### config.mk
export PLATFORM = sky130hd
export DESIGN_NAME = mfp_serial_spi_flat
export DESIGN_NICKNAME = d
export VERILOG_FILES = /design/src/rtl/mfp_pkg.sv /design/src/rtl/mfp_serial_spi_if.sv /design/src/rtl/mfp_serial_spi_sync.sv /design/src/rtl/mfp_serial_spi.sv /design/src/flat_wrapper.sv
export SDC_FILE = /design/constraint.sdc
export NUM_CORES = 1
export LEC_CHECK = 0
export ABC_CLOCK_PERIOD_IN_PS = 2100
export CAP_MARGIN = 10
export CORE_UTILIZATION = 58
export CTS_BUF_LIST = sky130_fd_sc_hd__clkbuf_8
export DETAILED_ROUTE_END_ITERATION = 12
export GPL_TIMING_DRIVEN = 0
export HOLD_SLACK_MARGIN = 0.08
export PLACE_DENSITY = 0.88
export SYNTH_ARGS = -nofsm -noshare
export SYNTH_HDL_FRONTEND = slang
export SYNTH_SLANG_ARGS = --single-unit
### constraint.sdc
create_clock -name clk -period 2.1 [get_ports clk]
set_input_delay 0.63 -clock clk [delete_from_list [all_inputs] [get_ports clk]]
set_output_delay 0.63 -clock clk [all_outputs]
set_load 0.005 [all_outputs]
### src/rtl/mfp_pkg.sv
// Shared definitions for the MFP serial-out SPI slave: command code and FSM states.
package mfp_pkg;
  localparam logic [7:0] CMD_SER_OUT_DEFAULT = 8'h1a;

  typedef enum logic [2:0] {
    IDLE,
    CMD,
    STATUS,
    DATA,
    IGNORE
  } state_t;
endpackage

### src/rtl/mfp_serial_spi_if.sv
// SPI pins plus the MFP transmit-FIFO consumer signals, bundled as one bus.
interface mfp_serial_spi_if;
  logic       spi_sck;
  logic       spi_ss_n;
  logic       spi_mosi;
  logic       spi_miso;
  logic       serial_data_out_available;
  logic [7:0] serial_data_out;
  logic       serial_strobe_out;

  modport slave (
    input  spi_sck, spi_ss_n, spi_mosi, serial_data_out_available, serial_data_out,
    output spi_miso, serial_strobe_out
  );

  modport master (
    output spi_sck, spi_ss_n, spi_mosi, serial_data_out_available, serial_data_out,
    input  spi_miso, serial_strobe_out
  );
endinterface

### src/rtl/mfp_serial_spi_sync.sv
// Synchronizes the SPI pins into clk and derives one-cycle sck edge pulses.
module mfp_serial_spi_sync #(
  parameter int SYNC_STAGES = 2
) (
  input  logic clk,
  input  logic reset_n,
  input  logic sck,
  input  logic ss_n,
  input  logic mosi,
  output logic sck_rise,
  output logic sck_fall,
  output logic ss_n_s,
  output logic mosi_s
);
  logic [SYNC_STAGES-1:0] sck_q;
  logic [SYNC_STAGES-1:0] ss_q;
  logic [SYNC_STAGES-1:0] mosi_q;
  logic                   sck_d;

  // ss_n chain resets to deselected so nothing looks like a transaction start
  always_ff @(posedge clk or negedge reset_n) begin
    if (!reset_n) begin
      sck_q  <= '0;
      ss_q   <= '1;
      mosi_q <= '0;
      sck_d  <= 1'b0;
    end else begin
      sck_q  <= {sck_q[SYNC_STAGES-2:0], sck};
      ss_q   <= {ss_q[SYNC_STAGES-2:0], ss_n};
      mosi_q <= {mosi_q[SYNC_STAGES-2:0], mosi};
      sck_d  <= sck_q[SYNC_STAGES-1];
    end
  end

  assign sck_rise = sck_q[SYNC_STAGES-1] & ~sck_d;
  assign sck_fall = ~sck_q[SYNC_STAGES-1] & sck_d;
  assign ss_n_s   = ss_q[SYNC_STAGES-1];
  assign mosi_s   = mosi_q[SYNC_STAGES-1];
endmodule

### src/rtl/mfp_serial_spi.sv
// SPI slave that lets the IO controller read one MFP FIFO byte per transaction
// and pops it with a fixed-length strobe once the data byte has fully shifted out.
module mfp_serial_spi
  import mfp_pkg::*;
#(
  parameter logic [7:0] CMD_SER_OUT = CMD_SER_OUT_DEFAULT,
  parameter int         STROBE_LEN  = 4,
  parameter int         SYNC_STAGES = 2
) (
  input logic              clk,
  input logic              reset_n,
  mfp_serial_spi_if.slave  bus
);
  localparam int CNT_W = $clog2(STROBE_LEN + 1);

  logic             sck_rise;
  logic             sck_fall;
  logic             ss_n_s;
  logic             mosi_s;
  logic [2:0]       bit_cnt;
  logic [7:0]       rx;
  logic [7:0]       tx;
  logic [7:0]       rx_full;
  logic             avail_q;
  logic             byte_done;
  logic             strobe_start;
  logic             strobe_pend;
  logic             strobe;
  logic [CNT_W-1:0] strobe_cnt;
  state_t           state;
  state_t           state_next;

  mfp_serial_spi_sync #(.SYNC_STAGES(SYNC_STAGES)) u_sync (
    .clk      (clk),
    .reset_n  (reset_n),
    .sck      (bus.spi_sck),
    .ss_n     (bus.spi_ss_n),
    .mosi     (bus.spi_mosi),
    .sck_rise (sck_rise),
    .sck_fall (sck_fall),
    .ss_n_s   (ss_n_s),
    .mosi_s   (mosi_s)
  );

  // byte_done is not gated by ss_n so a completing byte wins over a same-cycle deselect
  assign byte_done = sck_rise && (bit_cnt == 3'd7);
  assign rx_full   = {rx[6:0], mosi_s};

  always_ff @(posedge clk or negedge reset_n) begin
    if (!reset_n) state <= IDLE;
    else          state <= state_next;
  end

  always_comb begin
    state_next   = state;
    strobe_start = 1'b0;
    case (state)
      IDLE:    if (!ss_n_s) state_next = CMD;
      CMD:     if (byte_done) state_next = (rx_full == CMD_SER_OUT) ? STATUS : IGNORE;
               else if (ss_n_s) state_next = IDLE;
      STATUS:  if (byte_done) state_next = DATA;
               else if (ss_n_s) state_next = IDLE;
      DATA: begin
        if (byte_done) begin
          state_next   = IGNORE;
          strobe_start = avail_q;
        end else if (ss_n_s) begin
          state_next = IDLE;
        end
      end
      IGNORE:  if (ss_n_s) state_next = IDLE;
      default: state_next = IDLE;
    endcase
  end

  always_ff @(posedge clk or negedge reset_n) begin
    if (!reset_n) begin
      bit_cnt <= 3'd0;
      rx      <= 8'h00;
      tx      <= 8'h00;
      avail_q <= 1'b0;
    end else begin
      if (ss_n_s)        bit_cnt <= 3'd0;
      else if (sck_rise) bit_cnt <= bit_cnt + 3'd1;
      if (!ss_n_s && sck_rise) rx <= rx_full;
      // Loads are snapshots; the fall right after a load (count back at 0) must not shift
      if (state == IDLE && !ss_n_s) begin
        tx <= 8'h00;
      end else if (byte_done) begin
        case (state)
          CMD: begin
            if (rx_full == CMD_SER_OUT) begin
              avail_q <= bus.serial_data_out_available;
              tx      <= {bus.serial_data_out_available, 7'b0};
            end else begin
              tx <= 8'h00;
            end
          end
          STATUS:  tx <= avail_q ? bus.serial_data_out : 8'h00;
          default: tx <= 8'h00;
        endcase
      end else if (sck_fall && !ss_n_s && bit_cnt != 3'd0) begin
        tx <= {tx[6:0], 1'b0};
      end
    end
  end

  // A request arriving while a strobe runs is held until it ends
  always_ff @(posedge clk or negedge reset_n) begin
    if (!reset_n) begin
      strobe_cnt  <= '0;
      strobe      <= 1'b0;
      strobe_pend <= 1'b0;
    end else if (strobe_cnt == '0 && (strobe_start || strobe_pend)) begin
      strobe_cnt  <= CNT_W'(STROBE_LEN);
      strobe      <= 1'b1;
      strobe_pend <= 1'b0;
    end else begin
      if (strobe_start) strobe_pend <= 1'b1;
      if (strobe_cnt != '0) begin
        strobe_cnt <= strobe_cnt - 1'b1;
        strobe     <= (strobe_cnt != CNT_W'(1));
      end
    end
  end

  assign bus.serial_strobe_out = strobe;
  assign bus.spi_miso = (!ss_n_s && (state == CMD || state == STATUS || state == DATA)) ? tx[7] : 1'b0;
endmodule

### src/flat_wrapper.sv
// flat-port wrapper written by rule: the top's interface ports become plain ports
module mfp_serial_spi_flat import mfp_pkg::*;
#(
  parameter logic [7:0] CMD_SER_OUT = CMD_SER_OUT_DEFAULT,
  parameter int         STROBE_LEN  = 4,
  parameter int         SYNC_STAGES = 2
)
  (clk, reset_n, bus_spi_sck, bus_spi_ss_n, bus_spi_mosi, bus_serial_data_out_available, bus_serial_data_out, bus_spi_miso, bus_serial_strobe_out);
  mfp_serial_spi_if bus_i ();
  input logic clk;
  input logic reset_n;
  input wire logic [$bits(bus_i.spi_sck)-1:0] bus_spi_sck;
  input wire logic [$bits(bus_i.spi_ss_n)-1:0] bus_spi_ss_n;
  input wire logic [$bits(bus_i.spi_mosi)-1:0] bus_spi_mosi;
  input wire logic [$bits(bus_i.serial_data_out_available)-1:0] bus_serial_data_out_available;
  input wire logic [$bits(bus_i.serial_data_out)-1:0] bus_serial_data_out;
  output wire logic [$bits(bus_i.spi_miso)-1:0] bus_spi_miso;
  output wire logic [$bits(bus_i.serial_strobe_out)-1:0] bus_serial_strobe_out;
  assign bus_i.spi_sck = bus_spi_sck;
  assign bus_i.spi_ss_n = bus_spi_ss_n;
  assign bus_i.spi_mosi = bus_spi_mosi;
  assign bus_i.serial_data_out_available = bus_serial_data_out_available;
  assign bus_i.serial_data_out = bus_serial_data_out;
  assign bus_spi_miso = bus_i.spi_miso;
  assign bus_serial_strobe_out = bus_i.serial_strobe_out;
  mfp_serial_spi #(.CMD_SER_OUT(CMD_SER_OUT), .STROBE_LEN(STROBE_LEN), .SYNC_STAGES(SYNC_STAGES)) u_core (.clk(clk), .reset_n(reset_n), .bus(bus_i));
endmodule
==> results of run 1 <==
[sequential cells by signal (all words and copies together) (netlist names), 2 cells and up]
register              count
u_core.bit_cnt            3
u_core.strobe_cnt         3
u_core.u_sync.mosi_q      2
u_core.tx                 8
u_core.state              3
u_core.u_sync.sck_q       2
u_core.u_sync.ss_q        2
u_core.rx                 7
[cell usage in the layout, fill, tap and decap left out, types with 2 or more instances in the layout]
| cell | n |
|---|---|
| dfstp_2 | 2 |
| nand3_1 | 2 |
| buf_2 | 4 |
| nor3b_1 | 3 |
| clkdlybuf4s50_1 | 13 |
| nor2b_1 | 3 |
| nor2_1 | 11 |
| o21ai_0 | 2 |
| nand3b_1 | 2 |
| clkbuf_8 | 6 |
| a22o_1 | 14 |
| inv_1 | 10 |
| dfrtp_1 | 32 |
| ha_1 | 6 |
| mux2i_1 | 2 |
| mux2_2 | 7 |
| nand4b_1 | 2 |
| a21oi_1 | 4 |
[cell families (layout without fill, tap and decap cells)]
logic type,count (synthesis),count (layout),share of synthesized area
simple gates,35,35,0.144
xor+xnor,1,1,0.00573
mux,9,9,0.0647
compound gates,28,28,0.144
flops,34,34,0.558
buf+inv,13,36,0.0344
fa+ha+maj,6,6,0.0491
[critical path, delay by kind of cell (launching register included)]
kind                   cells  cell delay, ns
buffers and inverters      2            0.43
flip-flops                 1            0.37
AND/OR/NAND/NOR            1            0.28
[layout make-up]
class	count	area, sq um	area share
Sequential cell	34	853	0.466
Inverter	9	33.8	0.0184
Clock buffer	6	82.6	0.0451
Tap cell	30	37.5	0.0205
Multi-Input combinational cell	79	629	0.343
Buffer	4	18.8	0.0102
Clock inverter	2	33.8	0.0184
Timing Repair Buffer	15	144	0.0785
[stage by stage]
| stage | total power [mW] | worst slack (ns) | util |
|---|---|---|---|
| 4_1_cts | 1.54 | 0.0860 | 0.740 |
| 3_5_place_dp | 0.927 | 0.0315 | 0.691 |
| 3_3_place_gp | 0.908 | -0.207 | 0.693 |
| 2_1_floorplan | 0.857 | 0.416 | - |
| 5_1_grt | 1.58 | 0.0207 | 0.740 |
| 6_report | 1.53 | 0.0975 | 0.740 |
[routing by layer]
layer | vias to the layer above | part of all wire | routed length (microns) | global-route usage
met1 | 528 | 0.40 | 1140 | 0.233
li1 | 500 | - | - | -
met4 | 0 | 0.023 | 66 | 0.154
met2 | 25 | 0.53 | 1490 | 0.408
met5 | - | 0 | 0 | 0
met3 | 8 | 0.047 | 132 | 0.0805
[final timing paths]
path	from	end	slack, ns	cells past startpoint
max reg2reg	u_core.bit_cnt[0]	u_core.tx[4]	0.18	6
min in group asynchronous	reset_n	u_core.tx[4]	0.40	1
max in group asynchronous	reset_n	u_core.tx[3]	1.23	1
min reg2reg	u_core.u_sync.sck_q[0]	u_core.u_sync.sck_q[1]	0.35	0
min	u_core.u_sync.sck_q[0]	u_core.u_sync.sck_q[1]	0.35	0
max	u_core.state[2]	bus_spi_miso	0.1	3
[power by group through the flow]
stage,logic (mW),clock network [mW],registers [mW]
after CTS,0.144,0.623,0.771
after detailed placement,0.144,0,0.782
after global routing,0.156,0.645,0.780
final,0.141,0.614,0.771
after global placement,0.134,0,0.773
after floorplan,0.0903,0,0.767
==> flow_metrics.tcl, run 1 <==
set metrics [dict create \
    crit_fanout 9 \
    insertion_delay_ns 0.29 \
    worst_ep_required_time_ns 1.47 \
    relSlewSlack 0.510 \
    ys_top_cells_by_count "dfrtp_1 (32), a22o_1 (14), nor2_1 (11)" \
    grt_max_degree 35 \
    port_buffers 15 \
    pwr-share-seq 0.505 \
    vias 1061 \
    setup_tns_ns 0 \
    cp_cell_sequence "buf_2, nor4b_2, dlygate4sd2_1" \
    ys_seq_area_frac 0.558 \
    fill_cells 170 \
    vias_per_cell 5.93 \
    fmax_mhz 499 \
    drcViolationCount 0 \
    syn_inst 126 \
    timing.final.crit_share 0.954 \
    wl_per_cell_microns 15.8 \
    final_area_sq_um 1830 \
    die_y_microns 53.3 \
    async_reset_ff_frac 1.00 \
    setup_viol 0 \
    setup.worst_path.start_class "register" \
    slowest_delay_ns 0.37 \
    min_path_type "register to register" \
    grt_pass1_vias 1107 \
    p_leak_nw 0.834 \
    swShare 0.219 \
    io_pins 16 \
    worst_slew_pin_slew_ns 0.735 \
    htree_levels 2 \
    p_comb_frac 0.093 \
    numCtsBuffers 5 \
    synth_edf_count 0 \
    synth_largest_area_cell "dfrtp_1" \
    clkPwrFrac 0.402 \
    grt-ovfl-total 0 \
    syn_nets 146 \
    drt_iter0_markers 8 \
    die_x_microns 53.3 \
    vdd_drop_max_mv 0.871 \
    ctsHoldBuffers 0 \
    worst_ep_arrival_time_ns 1.37 \
    clock_path_buffers 2 \
    finalWeightedCongestion 0.831 \
    path_class "register to output pin" \
    ant_nets 0 \
    ys_ff_latch 34 \
    ctsResizeCount 2 \
    core-area_sq_um 2480 \
    antenna_found_initial 0 \
    placementRows 18 \
    final_nets 168 \
    slew_violations 0 \
    drive_above_1_share 0.188 \
    first_pass_iters 4 \
    drt_wl_total_mm 2.83 \
    cap_violations 0 \
    synthesis.area_sq_um 1530 \
    synth.distinct_cells 37 \
    post_cts_buffers 0 \
    dp_cells 171 \
    finalNonFillerCells 179 \
    grt_use_total 0.235 \
    syn_to_final_growth_pct 19.9 \
    yosys_warnings 0 \
    period_minus_slack_ns 2.00 \
    holdWs_ns 0.349 \
    p_switching_mw 0.334 \
    endpoint_kind "output pin" \
    numClockSinks 34 \
    placed_area_sq_um 1710 \
    status "complete, no violations" \
    synthTopCellsByArea "dfrtp_1 (52%), a22o_1 (8.0%), mux2_2 (5.2%), ha_1 (4.9%), dfstp_2 (3.4%)" \
    initial_core_util 0.617 \
    synth_top_area_share 0.524 \
    cts_tree "built" \
    synth_ff_type "dfrtp_1" \
    clk_pin_slew_ns 0.07 \
    rsz0062_at_grt "false" \
    finalHoldViolations 0 \
    fin_skew_ns 0.00615 \
    yosysMostFrequentCell "dfrtp_1" \
    grt_pass1_wl_mm 4.57 \
    pwr_density_cell_nw_per_um2 833 \
    ctsRootBufferMaster "clkbuf_8" \
    hpwl_mm 2.01 \
    p_int_mw 1.19 \
    slowest_stage "dfrtp_1" \
    diodes 0 \
    syn-mean-instance-area_sq_um 12.1 \
    dieArea_sq_um 2850 \
]
No activity file was read; power rests on OpenSTA's default activity.
==> inputs of run 2 (changes only) <==
Settings changed: CAP_MARGIN 10 to 20.
==> results of run 2 <==
Final layout, timing and power as in run 1 (identical DEF).
==> inputs of run 3 (changes only) <==
Settings changed: GPL_TIMING_DRIVEN 0 to 1.
==> run 3 against run 2 <==
Clock power is 22% lower. Final area up 0.34%. Sequential share of layout area down 0.16 points. Critical path type unchanged. Worst hold slack improved by 0.0074 ns. Via count grew 0.75%. Routed wire length up 4.8%.
==> flow_metrics.tcl, run 3 (synthesis results as in run 1) <==
set metrics [dict create \
    worst_ep_required_time_ns 1.47 \
    clock_path_buffers 2 \
    slew_violations 0 \
    grt_use_total 0.246 \
    final_common_cell "dfrtp_1" \
    syn_to_final_growth_pct 20.3 \
    core-area_sq_um 2480 \
    antenna_found_initial 0 \
    slowest_delay_ns 0.65 \
    fill_cells 175 \
    vdd_drop_max_mv 0.841 \
    diodes 0 \
    vias_per_cell 5.91 \
    timing.rr.start "u_core.bit_cnt[0]" \
    setup.worst_path.start_class "register" \
    slowest_stage "dfstp_2" \
    fin_util 0.742 \
    grt_max_degree 35 \
    reg2reg_slack_ns 0.22 \
    final_area_sq_um 1840 \
    htree_levels 2 \
    endpoint_kind "output pin" \
    finalWeightedCongestion 0.793 \
    setup_tns_ns 0 \
    grt_pass1_vias 1073 \
    drt_iter0_markers 19 \
    first_pass_iters 4 \
    worst_slew_pin_slew_ns 0.512 \
    vias 1069 \
    timing.final.crit_share 0.906 \
    period_minus_slack_ns 1.90 \
    placed_area_sq_um 1740 \
    ctsHoldBuffers 0 \
    wl_per_cell_microns 16.4 \
    cap_violations 0 \
    hpwl_mm 2.04 \
    p_leak_nw 0.838 \
    grt_pass1_wl_mm 4.72 \
    crit_fanout 11 \
    cp-startpoint "u_core.u_sync.ss_q[1]" \
    drcViolationCount 0 \
    ff2ff_path_depth 6 \
    cts_tree "built" \
    drt_wl_total_mm 2.97 \
    worstReg2RegEnd "u_core.tx[1]" \
    ctsResizeCount 2 \
    relSlewSlack 0.657 \
    worst_ep_arrival_time_ns 1.27 \
    drive_above_1_share 0.199 \
    cp_cell_sequence "nor4b_2, dlygate4sd2_1" \
    ctsRootBufferMaster "clkbuf_8" \
    numCtsBuffers 5 \
    fin_skew_ns 0.00297 \
    fmax_mhz 525 \
    reg.largest.list "u_core.tx: 8 flops, u_core.rx: 7 flops" \
    final_nets 170 \
    placementRows 18 \
    rsz0062_at_grt "false" \
    cp-endpoint "bus_spi_miso" \
    setup_viol 0 \
    die_x_microns 53.3 \
    dieArea_sq_um 2850 \
    ant_nets 0 \
    pwr_density_cell_nw_per_um2 762 \
    status "complete, no violations" \
    insertion_delay_ns 0.28 \
    regMostFlops "u_core.tx" \
    grt-ovfl-total 0 \
    min_path_type "register to register" \
    post_cts_buffers 0 \
    port_buffers 15 \
    largest_reg_flops 8 \
    die_y_microns 53.3 \
    clk_pin_slew_ns 0.06 \
    numClockSinks 34 \
    layout_common_cells "dfrtp_1 (32), a22o_1 (14), clkdlybuf4s50_1 (14), nor2_1 (11), inv_1 (10)" \
    path_class "register to output pin" \
    io_pins 16 \
    finalHoldViolations 0 \
    holdWs_ns 0.356 \
    initial_core_util 0.617 \
]
## run 3: worst min-delay path by stage
stage,from,slack [ns],cells past startpoint,endpoint
2_1_floorplan,reset_n,0.33,0,u_core.avail_q
3_3_place_gp,u_core.u_sync.sck_q[0],0.33,0,u_core.u_sync.sck_q[1]
3_5_place_dp,u_core.u_sync.sck_q[0],0.34,0,u_core.u_sync.sck_q[1]
4_1_cts,u_core.u_sync.sck_q[0],0.35,0,u_core.u_sync.sck_q[1]
5_1_grt,u_core.u_sync.ss_q[0],0.36,0,u_core.u_sync.ss_q[1]
6_report,u_core.u_sync.sck_q[0],0.36,0,u_core.u_sync.sck_q[1]
## run 3: layout make-up
| cell class | instances | area (sq um) | area share |
|---|---|---|---|
| Tap cell | 30 | 37.5 | 0.0204 |
| Inverter | 9 | 33.8 | 0.0184 |
| Sequential cell | 34 | 853 | 0.464 |
| Clock inverter | 2 | 8.76 | 0.00476 |
| Clock buffer | 6 | 82.6 | 0.0449 |
| Multi-Input combinational cell | 79 | 629 | 0.342 |
| Timing Repair Buffer | 21 | 194 | 0.105 |
## run 3: worst max-delay path: cells and delay by family, from the launching register on
family	cells	cell delay (ns)
buf+inv	1	0.26
flops	1	0.65
simple gates	1	0.08
## run 3: stage by stage
| stage | std cells | power [mW] | setup WS (ns) |
|---|---|---|---|
| 2_1_floorplan | 126 | 0.857 | 0.416 |
| 3_3_place_gp | 173 | 0.912 | 0.206 |
| 3_5_place_dp | 173 | 0.931 | 0.213 |
| 4_1_cts | 181 | 1.42 | 0.188 |
| 5_1_grt | 181 | 1.47 | 0.142 |
| 6_report | 181 | 1.40 | 0.197 |
## run 3: power by group
part / leakage [nW] / total, mW / switching [mW] / internal, mW
Combinational: 0.346 / 0.145 / 0.0549 / 0.0898
Sequential: 0.440 / 0.778 / 0.0538 / 0.724
Clock: 0.0524 / 0.479 / 0.220 / 0.259
## run 3: metal layers
layer	up-vias	routed length, microns	GRT usage	part of all wire
met3	9	171	0.0862	0.058
met2	30	1480	0.400	0.50
met5	-	0	0	0
li1	503	-	-	-
met4	0	64	0.145	0.022
met1	527	1250	0.274	0.42
